$ cat config.mk
export PLATFORM = sky130hd
export DESIGN_NAME = mem_bus_arbiter_flat
export DESIGN_NICKNAME = d
export VERILOG_FILES = /design/src/rtl/mem_bus_arbiter_if.sv /design/src/rtl/mem_bus_arbiter.sv /design/src/flat_wrapper.sv
export SDC_FILE = /design/constraint.sdc
export NUM_CORES = 1
export LEC_CHECK = 0
export ABC_AREA = 1
export CORE_ASPECT_RATIO = 1.25
export CORE_MARGIN = 2
export CORE_UTILIZATION = 25
export CTS_BUF_LIST = sky130_fd_sc_hd__clkbuf_8 sky130_fd_sc_hd__clkbuf_16
export DETAILED_ROUTE_END_ITERATION = 8
export GPL_ROUTABILITY_DRIVEN = 0
export PLACE_DENSITY = 0.81
export SETUP_SLACK_MARGIN = 0.15
export SYNTH_ARGS = -nofsm -noshare
export SYNTH_HDL_FRONTEND = slang
export SYNTH_SLANG_ARGS = --single-unit
$ cat constraint.sdc
create_clock -name clock -period 1.75 [get_ports clock]
set_input_delay 0.2625 -clock clock [delete_from_list [all_inputs] [get_ports clock]]
set_output_delay 0.2625 -clock clock [all_outputs]
set_load 0.02 [all_outputs]
$ cat src/rtl/mem_bus_arbiter_if.sv
// Two-master memory/LED bus bundle: master request side plus the memory/LED facing side.
interface mem_bus_arbiter_if #(
  parameter int AW = 16,
  parameter int DW = 16
);
  logic          req0, req1;
  logic          we0, we1;
  logic [AW-1:0] addr0, addr1;
  logic [DW-1:0] wdata0, wdata1;
  logic          gnt0, gnt1;
  logic          rvalid0, rvalid1;
  logic [DW-1:0] rdata;
  logic [AW-1:0] bus_addr;
  logic [DW-1:0] bus_wdata;
  logic          mem_wr_en;
  logic          led_wr_en;
  logic [DW-1:0] mem_rdata;
  logic [DW-1:0] led_q;

  modport slave (
    input  req0, req1, we0, we1, addr0, addr1, wdata0, wdata1, mem_rdata, led_q,
    output gnt0, gnt1, rvalid0, rvalid1, rdata, bus_addr, bus_wdata, mem_wr_en, led_wr_en
  );

  modport master (
    output req0, req1, we0, we1, addr0, addr1, wdata0, wdata1, mem_rdata, led_q,
    input  gnt0, gnt1, rvalid0, rvalid1, rdata, bus_addr, bus_wdata, mem_wr_en, led_wr_en
  );
endinterface

$ cat src/rtl/mem_bus_arbiter.sv
// Round-robin, burst-bounded arbiter sharing data memory and LED register between two masters.
// Optional: define LED_READBACK_EN to return led_q on LED-region reads (otherwise they read 0).
module mem_bus_arbiter #(
  parameter int AW        = 16,
  parameter int DW        = 16,
  parameter int MAX_BURST = 4
) (
  input  logic          clock,
  input  logic          reset,
  mem_bus_arbiter_if.slave bus
);
  localparam int              BCW        = (MAX_BURST > 1) ? $clog2(MAX_BURST) : 1;
  localparam logic [BCW-1:0]  BURST_LAST = BCW'(MAX_BURST - 1);
  localparam logic [3:0]      REG_MEM    = 4'h0;
  localparam logic [3:0]      REG_LED    = 4'h1;

  typedef enum logic [1:0] {IDLE, OWN0, OWN1} state_t;

  state_t         state;
  logic           last;
  logic [BCW-1:0] burst_cnt;
  logic [1:0]     rd_pend;
  logic           rd_mem;
`ifdef LED_READBACK_EN
  logic           rd_led;
  logic [DW-1:0]  led_hold;
`endif

  logic           gnt0, gnt1;
  logic           sel_we;
  logic           rd_issue;
  logic [AW-1:0]  sel_addr;
  logic [DW-1:0]  sel_wdata;
  logic [3:0]     region;

  always_comb begin
    gnt0      = (state == OWN0) && bus.req0;
    gnt1      = (state == OWN1) && bus.req1;
    sel_we    = 1'b0;
    sel_addr  = '0;
    sel_wdata = '0;
    if (gnt0) begin
      sel_we    = bus.we0;
      sel_addr  = bus.addr0;
      sel_wdata = bus.wdata0;
    end else if (gnt1) begin
      sel_we    = bus.we1;
      sel_addr  = bus.addr1;
      sel_wdata = bus.wdata1;
    end
    region   = sel_addr[AW-1 -: 4];
    rd_issue = (gnt0 || gnt1) && !sel_we;
  end

  assign bus.gnt0      = gnt0;
  assign bus.gnt1      = gnt1;
  assign bus.bus_addr  = sel_addr;
  assign bus.bus_wdata = sel_wdata;
  assign bus.mem_wr_en = sel_we && (region == REG_MEM);
  assign bus.led_wr_en = sel_we && (region == REG_LED);
  assign bus.rvalid0   = rd_pend[0];
  assign bus.rvalid1   = rd_pend[1];

  // Memory data arrives one cycle after the address edge, so it is muxed live, not registered.
  always_comb begin
    bus.rdata = '0;
    if (rd_mem)
      bus.rdata = bus.mem_rdata;
`ifdef LED_READBACK_EN
    else if (rd_led)
      bus.rdata = led_hold;
`endif
  end

  always_ff @(posedge clock or posedge reset) begin
    if (reset) begin
      state     <= IDLE;
      last      <= 1'b1;
      burst_cnt <= '0;
    end else begin
      case (state)
        IDLE: begin
          if (bus.req0 && bus.req1) begin
            state     <= last ? OWN0 : OWN1;
            last      <= ~last;
            burst_cnt <= '0;
          end else if (bus.req0) begin
            state     <= OWN0;
            last      <= 1'b0;
            burst_cnt <= '0;
          end else if (bus.req1) begin
            state     <= OWN1;
            last      <= 1'b1;
            burst_cnt <= '0;
          end
        end
        OWN0: begin
          if (!bus.req0 || ((burst_cnt == BURST_LAST) && bus.req1)) begin
            if (bus.req1) begin
              state     <= OWN1;
              last      <= 1'b1;
              burst_cnt <= '0;
            end else begin
              state <= IDLE;
            end
          end else if (burst_cnt != BURST_LAST) begin
            burst_cnt <= burst_cnt + 1'b1;
          end
        end
        OWN1: begin
          if (!bus.req1 || ((burst_cnt == BURST_LAST) && bus.req0)) begin
            if (bus.req0) begin
              state     <= OWN0;
              last      <= 1'b0;
              burst_cnt <= '0;
            end else begin
              state <= IDLE;
            end
          end else if (burst_cnt != BURST_LAST) begin
            burst_cnt <= burst_cnt + 1'b1;
          end
        end
        default: state <= IDLE;
      endcase
    end
  end

  always_ff @(posedge clock or posedge reset) begin
    if (reset) begin
      rd_pend <= '0;
      rd_mem  <= 1'b0;
`ifdef LED_READBACK_EN
      rd_led   <= 1'b0;
      led_hold <= '0;
`endif
    end else begin
      rd_pend <= {gnt1 && !bus.we1, gnt0 && !bus.we0};
      rd_mem  <= rd_issue && (region == REG_MEM);
`ifdef LED_READBACK_EN
      rd_led  <= rd_issue && (region == REG_LED);
      if (rd_issue && (region == REG_LED))
        led_hold <= bus.led_q;
`endif
    end
  end
endmodule

$ cat src/flat_wrapper.sv
// flat-port wrapper written by rule: the top's interface ports become plain ports
module mem_bus_arbiter_flat 
#(
  parameter int AW        = 16,
  parameter int DW        = 16,
  parameter int MAX_BURST = 4
)
  (clock, reset, bus_req0, bus_req1, bus_we0, bus_we1, bus_addr0, bus_addr1, bus_wdata0, bus_wdata1, bus_mem_rdata, bus_led_q, bus_gnt0, bus_gnt1, bus_rvalid0, bus_rvalid1, bus_rdata, bus_bus_addr, bus_bus_wdata, bus_mem_wr_en, bus_led_wr_en);
  mem_bus_arbiter_if #(.AW(AW), .DW(DW)) bus_i ();
  input  logic clock;
  input  logic reset;
  input wire logic [$bits(bus_i.req0)-1:0] bus_req0;
  input wire logic [$bits(bus_i.req1)-1:0] bus_req1;
  input wire logic [$bits(bus_i.we0)-1:0] bus_we0;
  input wire logic [$bits(bus_i.we1)-1:0] bus_we1;
  input wire logic [$bits(bus_i.addr0)-1:0] bus_addr0;
  input wire logic [$bits(bus_i.addr1)-1:0] bus_addr1;
  input wire logic [$bits(bus_i.wdata0)-1:0] bus_wdata0;
  input wire logic [$bits(bus_i.wdata1)-1:0] bus_wdata1;
  input wire logic [$bits(bus_i.mem_rdata)-1:0] bus_mem_rdata;
  input wire logic [$bits(bus_i.led_q)-1:0] bus_led_q;
  output wire logic [$bits(bus_i.gnt0)-1:0] bus_gnt0;
  output wire logic [$bits(bus_i.gnt1)-1:0] bus_gnt1;
  output wire logic [$bits(bus_i.rvalid0)-1:0] bus_rvalid0;
  output wire logic [$bits(bus_i.rvalid1)-1:0] bus_rvalid1;
  output wire logic [$bits(bus_i.rdata)-1:0] bus_rdata;
  output wire logic [$bits(bus_i.bus_addr)-1:0] bus_bus_addr;
  output wire logic [$bits(bus_i.bus_wdata)-1:0] bus_bus_wdata;
  output wire logic [$bits(bus_i.mem_wr_en)-1:0] bus_mem_wr_en;
  output wire logic [$bits(bus_i.led_wr_en)-1:0] bus_led_wr_en;
  assign bus_i.req0 = bus_req0;
  assign bus_i.req1 = bus_req1;
  assign bus_i.we0 = bus_we0;
  assign bus_i.we1 = bus_we1;
  assign bus_i.addr0 = bus_addr0;
  assign bus_i.addr1 = bus_addr1;
  assign bus_i.wdata0 = bus_wdata0;
  assign bus_i.wdata1 = bus_wdata1;
  assign bus_i.mem_rdata = bus_mem_rdata;
  assign bus_i.led_q = bus_led_q;
  assign bus_gnt0 = bus_i.gnt0;
  assign bus_gnt1 = bus_i.gnt1;
  assign bus_rvalid0 = bus_i.rvalid0;
  assign bus_rvalid1 = bus_i.rvalid1;
  assign bus_rdata = bus_i.rdata;
  assign bus_bus_addr = bus_i.bus_addr;
  assign bus_bus_wdata = bus_i.bus_wdata;
  assign bus_mem_wr_en = bus_i.mem_wr_en;
  assign bus_led_wr_en = bus_i.led_wr_en;
  mem_bus_arbiter #(.AW(AW), .DW(DW), .MAX_BURST(MAX_BURST)) u_core (.clock(clock), .reset(reset), .bus(bus_i));
endmodule
**Yosys cells after proc, flatten, opt, wreduce, memory -nomap -nowiden**

Index checks and enable logic that the tools add are counted.
W data, S select, Z words.

- Bits in latches: 0
- Bits in writable memories: 0
- Register bits after elaboration: 8
- Input port bits: 102
- Bits in read-only memories: 0
- Memories: 0
- Logic and storage cells: 73
- Output and inout bits: 54

- Shift-type cells: 0
- Muxes and demuxes: 31
- $mul: 0
- Add/subtract/negate cells: 1
- Bitwise gates (word level): 1
- Magnitude comparators: 0
- Div/mod/pow operators: 0
- Eq/ne operators: 10
- Reduce and logical (&&, ||, !) cells: 25

Operators by type and width:

| kind | count |
|---|---|
| $mux W16 | 5 |
| $mux W2 | 14 |
| $pmux W2 S3 | 2 |
| $logic_and A1 B1 Y1 | 11 |
| $mux W1 | 9 |
| $ne A2 B2 Y1 const B | 4 |
| $logic_not A1 Y1 | 5 |
| $eq A2 B2 Y1 const B | 2 |
| $eq A4 B1 Y1 const B | 1 |
| $logic_not A4 Y1 | 1 |
| $ne A4 B3 Y1 const B | 1 |
| $reduce_and A4 Y1 | 1 |
| $logic_or A1 B1 Y1 | 3 |
| $ne A3 B3 Y1 const B | 1 |
| $pmux W1 S3 | 1 |
| $reduce_and A3 Y1 | 1 |
| $reduce_bool A3 Y1 | 1 |
| $add A2 B1 Y2 const B | 1 |
| $eq A2 B1 Y1 const B | 1 |
| $logic_not A2 Y1 | 1 |
| $reduce_and A2 Y1 | 1 |
| $not A1 Y1 | 1 |

**Depth between registers and ports, before layout**

- Depth after elaboration: 7
- Depth in mapped cells: 10
- Depth with buffers taken out: 10

**Worst setup path after synthesis**

OpenSTA, ideal clock, no wires.

- Kind: register to output
- From: register u_core.state[0]
- To: output bus_led_wr_en
- Path buffers: 0
- Arrival: 1.535 ns
- Path slack: -0.048 ns
- Stages on the path, launching flop included: 11
- Required time: 1.487 ns
- Path through: dfrtp_1 inv_1 ha_1 nand2_2 inv_2 nand2_1 nand2_1 o21ai_1 inv_1 nand2_1 nor2_1

- Longest elaborated chain between the ends: 6
- Elaborated cells on any way between the ends: 10
- Classes of those cells: eq/ne: 3; mux: 4; reduce/logical: 3

Ends and longest elaborated chain:

| what | line | source |
|---|---|---|
| start: declaration | mem_bus_arbiter.sv:19 | `state_t state;` |
| start signal: assignment | mem_bus_arbiter.sv:84 | `state <= last ? OWN0 : OWN1;` |
| $eq A2 B2 Y1 | mem_bus_arbiter.sv:38 | `gnt1 = (state == OWN1) && bus.req1;` |
| $logic_and A1 B1 Y1 | mem_bus_arbiter.sv:38 |  |
| $mux W16 | mem_bus_arbiter.sv:46 | `end else if (gnt1) begin` |
| $mux W16 * | mem_bus_arbiter.sv:42 | `if (gnt0) begin` |
| via bus_bus_addr[12] | flat_wrapper.sv:27 | `output wire logic [$bits(bus_i.bus_addr)-1:0] bus_bus_addr;` |
| $eq A4 B1 Y1 * | mem_bus_arbiter.sv:60 | `assign bus.led_wr_en = sel_we && (region == REG_LED);` |
| $logic_and A1 B1 Y1 * | mem_bus_arbiter.sv:60 |  |
| end: declaration | flat_wrapper.sv:30 | `output wire logic [$bits(bus_i.led_wr_en)-1:0] bus_led_wr_en;` |

The timed path passes the listed nets; every way through them passes the cells marked *.

**Worst setup path after layout**

- From: register u_core.state[1]
- To: output bus_led_wr_en

- Longest elaborated chain between the ends: 6
- Elaborated cells on any way between the ends: 10
- Classes of those cells: eq/ne: 3; mux: 4; reduce/logical: 3

Ends and longest elaborated chain:

| what | line |
|---|---|
| $eq A2 B2 Y1 | mem_bus_arbiter.sv:38 |
| $logic_and A1 B1 Y1 | mem_bus_arbiter.sv:38 |
| $mux W16 | mem_bus_arbiter.sv:46 |
| $mux W16 | mem_bus_arbiter.sv:42 |
| $eq A4 B1 Y1 | mem_bus_arbiter.sv:60 |
| $logic_and A1 B1 Y1 * | mem_bus_arbiter.sv:60 |

Every way passes the cells marked *; elsewhere a longest branch is shown, timed or not.

==> out/metrics.csv <==
stage,metric,value,unit
power_and_ir_drop,p_comb_share,81.5,%
sta,maxSlewViolCount,0,
yosys,synthFlopType,dfrtp_1,
final_layout,nets,491,
yosys,synth_edf_count,0,
power_and_ir_drop,report.power.total,2.87,mW
yosys,syn_inst,228,
clocking,clock-sinks,8,
clocking,clk_latency,220,ps
setup_path,cp_top_family,flip-flops,
clocking,cts_buffers,3,
yosys,synth_largest_area_cell,nand2_1,
setup_path,crit_path_end_kind,primary output,
worst_hold_path,hp-class,input pin to asynchronous set/reset pin,
final_layout,n_fill_cell,385,
sta,report.final.hold_viol_count,0,
sta,holdWs,278,ps
status,status,"complete, but fails checks",
yosys,yosysUniqueCellTypes,25,
place,dp.cells,435,
yosys,synthXorXnorAreaFrac,0,%
detailed_routing,post_drt_wl_per_cell,13.0,um
yosys,synth-simple-area-share,53.6,%
final_layout,fin_cells,442,
sta,layout_setup_ws,-217,ps
floorplanning,die_area,5280,um2
yosys,ys_ff_latch,8,
detailed_routing,drt-initial-drc-count,71,
sta,tightest_slew,370,ps
sta,rsz0062_at_grt,true,
power_and_ir_drop,seq_power_share,10.7,%
power_and_ir_drop,peakVddDrop,0.723,mV
yosys,synth-compound-area-share,8.18,%
flow_run,cap_violations,0,
detailed_routing,dr.pass1.iters,4,
yosys,yosys.cell_count.top_type,nand2_1,
yosys,avgSynthCellArea,5.16,um2
floorplanning,die_h,80.7,um
setup_path,critical_path.max_stage_delay,410,ps
sta,fin_setup_tns,-3480,ps
place,pre_cts_ws,-632,ps
global_route,gr-usage-all-layers,19.8,%
setup_path,crit_path_top_delay_cell,dfrtp_2,
sta,timing.final.crit_share,112,%
place,place_hpwl,4690,um
clocking,root_buffer,clkbuf_8,
sta,layout_min_cycle_time,1970,ps
setup_path,crit_arrival,1700,ps
setup_path,path_buf_inv,4,
yosys,ys_warn_count,0,
floorplanning,num_rows,27,
final_layout,num_antenna_cells,0,
clocking,ctsHoldBuffers,0,
yosys,synth_top_area_share,31.9,%
setup_path,worstSetupPathType,flip-flop to primary output,
sta,setup_viol,34,
setup_path,worst-endpoint-required,1490,ps
clocking,clk_pin_slew,50,ps
clocking,cts_tree,done,
power_and_ir_drop,internal_power,1.47,mW
yosys,synth_seq_area_share,17.1,%
global_route,grt_max_degree,24,
setup_path,crit_chain,inv_2 > ha_4 > nand2_8 > inv_6 > o211ai_1 > inv_1 > nand2_2 > nor2_4 > buf_6,
setup_path,start_kind,flip-flop,
yosys,syn_nets,334,
global_route,globalRouteOverflowTotal,0,
final_layout,syn_to_final_growth,155,%
sta,clock_skew,6.00,ps
floorplanning,core_area,4460,um2
final_layout,post-route-util,67.3,%
clocking,cts-htree-levels,1,
yosys,synthTopCellsByArea,"nand2_1 32%, dfrtp_1 15%, nand3_1 15%",
power_and_ir_drop,p_per_area,958,nW/um2
yosys,postSynth.asyncResetShare,100,%
status,violations,setup timing,
yosys,synth_common_cells,"100 x nand2_1, 35 x inv_1, 35 x nand3_1, 9 x nor2_1, 7 x dfrtp_1",
detailed_routing,ant_nets,0,
sta,timing.slew.headroom,75.2,%
global_route,grt_pass1_wl,8470,um
sta,max_freq,0.508,GHz
detailed_routing,drc,0,
final_layout,drive_gt1_share,29.7,%
floorplanning,start_util,26.4,%
yosys,syn_area,1180,um2
power_and_ir_drop,pwr-share-clk,7.8,%
yosys,synth_top_family_by_area,simple AND/OR/NAND/NOR gates,
setup_path,critPathMaxFanout,6,
clocking,clock_path_buffers,2,
final_layout,fin_area,3000,um2
yosys,synth_fa_ha_area_share,4.25,%
global_route,first_global_vias,1787,
place,postPlaceCellArea,2850,um2
place,portBuffers,139,
global_route,antenna_found_initial,0,
power_and_ir_drop,p_leak,1.63,nW
detailed_routing,routed_via_density,4.55,
power_and_ir_drop,p_switching,1.40,mW
floorplanning,io_pins,156,
yosys,synth_mux_area_share,0,%
detailed_routing,wl,5750,um
power_and_ir_drop,switching_share,48.8,%
detailed_routing,via_count,2010,
floorplanning,fp.dieW,65.4,um
==> kinds of logic (layout without fill, tap and decap cells) <==
kind of cell / after synthesis / in the layout
AOI/OAI and AO/OA: 17 / 17
adders and majority gates: 4 / 4
buffers and inverters: 48 / 203
DFF: 8 / 8
and+or+nand+nor: 151 / 152
==> power by group through the flow <==
stage / Sequential (mW) / Combinational, mW / Clock, mW
floorplan: 0.301 / 1.20 / 0
global placement: 0.306 / 2.16 / 0
detailed placement: 0.308 / 2.20 / 0
CTS: 0.307 / 2.22 / 0.226
global route: 0.311 / 2.53 / 0.240
finish: 0.308 / 2.34 / 0.223
==> registers in the layout (all words and copies together) (netlist names) <==
| name | cells |
|---|---|
| u_core.burst_cnt | 2 |
| u_core.state | 2 |
| u_core.rd_mem | 1 |
| u_core.rd_pend | 2 |
| u_core.last | 1 |
==> cells in the final DEF (no fill, tap or decap), types with 2 or more instances in the layout <==
| cell | Yosys | layout |
|---|---|---|
| o21ai_2 | 1 | 5 |
| dlygate4sd2_1 | 0 | 17 |
| ha_4 | 0 | 3 |
| nand2_1 | 100 | 74 |
| nor2_1 | 9 | 7 |
| clkbuf_8 | 0 | 3 |
| buf_6 | 0 | 10 |
| clkdlybuf4s15_2 | 0 | 13 |
| buf_2 | 6 | 6 |
| inv_2 | 2 | 4 |
| o21ai_1 | 4 | 4 |
| dfrtp_1 | 7 | 6 |
| buf_4 | 3 | 29 |
| a21oi_1 | 3 | 3 |
| nand2_2 | 2 | 24 |
| clkdlybuf4s50_1 | 0 | 86 |
| inv_1 | 35 | 32 |
| nor2_4 | 0 | 2 |
| nand2_8 | 0 | 2 |
| nand3_1 | 35 | 34 |
| nand2_4 | 0 | 3 |
==> path summary, 6_finish.rpt <==
check | startpoint | endpoint | slack [ps] | cells after the start
min reg2reg | u_core.last$_DFFE_PP1P_ | u_core.last$_DFFE_PP1P_ | 540 | 2
max reg2reg | u_core.state[1]$_DFFE_PP0P_ | u_core.rd_mem$_DFF_PP0_ | 190 | 8
max in group asynchronous | reset | u_core.last$_DFFE_PP1P_ | 1190 | 2
max | u_core.state[1]$_DFFE_PP0P_ | bus_led_wr_en | -220 | 9
min | reset | u_core.state[1]$_DFFE_PP0P_ | 280 | 2
min in group clock | u_core.last$_DFFE_PP1P_ | u_core.last$_DFFE_PP1P_ | 540 | 2
==> per-layer routing <==
layer / global-route usage, % / routed length [um] / vias to the layer above
li1: - / - / 1014
met4: 2.50 / 27 / 0
met5: 0 / 0 / -
met3: 4.48 / 482 / 4
met1: 21.7 / 2130 / 918
met2: 39.1 / 3110 / 74
==> cell type report <==
| type | count | area [um2] | share of cell area [%] |
|---|---|---|---|
| Clock buffer | 3 | 41.3 | 1.38 |
| Timing Repair Buffer | 162 | 1530 | 51.1 |
| Multi-Input combinational cell | 173 | 996 | 33.2 |
| Inverter | 37 | 151 | 5.05 |
| Clock inverter | 1 | 3.75 | 0.125 |
| Tap cell | 58 | 72.6 | 2.42 |
| Sequential cell | 8 | 203 | 6.76 |
==> what timing repair did <==
item,4_1_cts,5_1_grt
gates cloned,1,0
setup endpoints to repair,57,42
gates resized for setup,157,53
setup buffers,2,0
pin swaps,4,4
No activity file was read; power rests on OpenSTA's default activity.
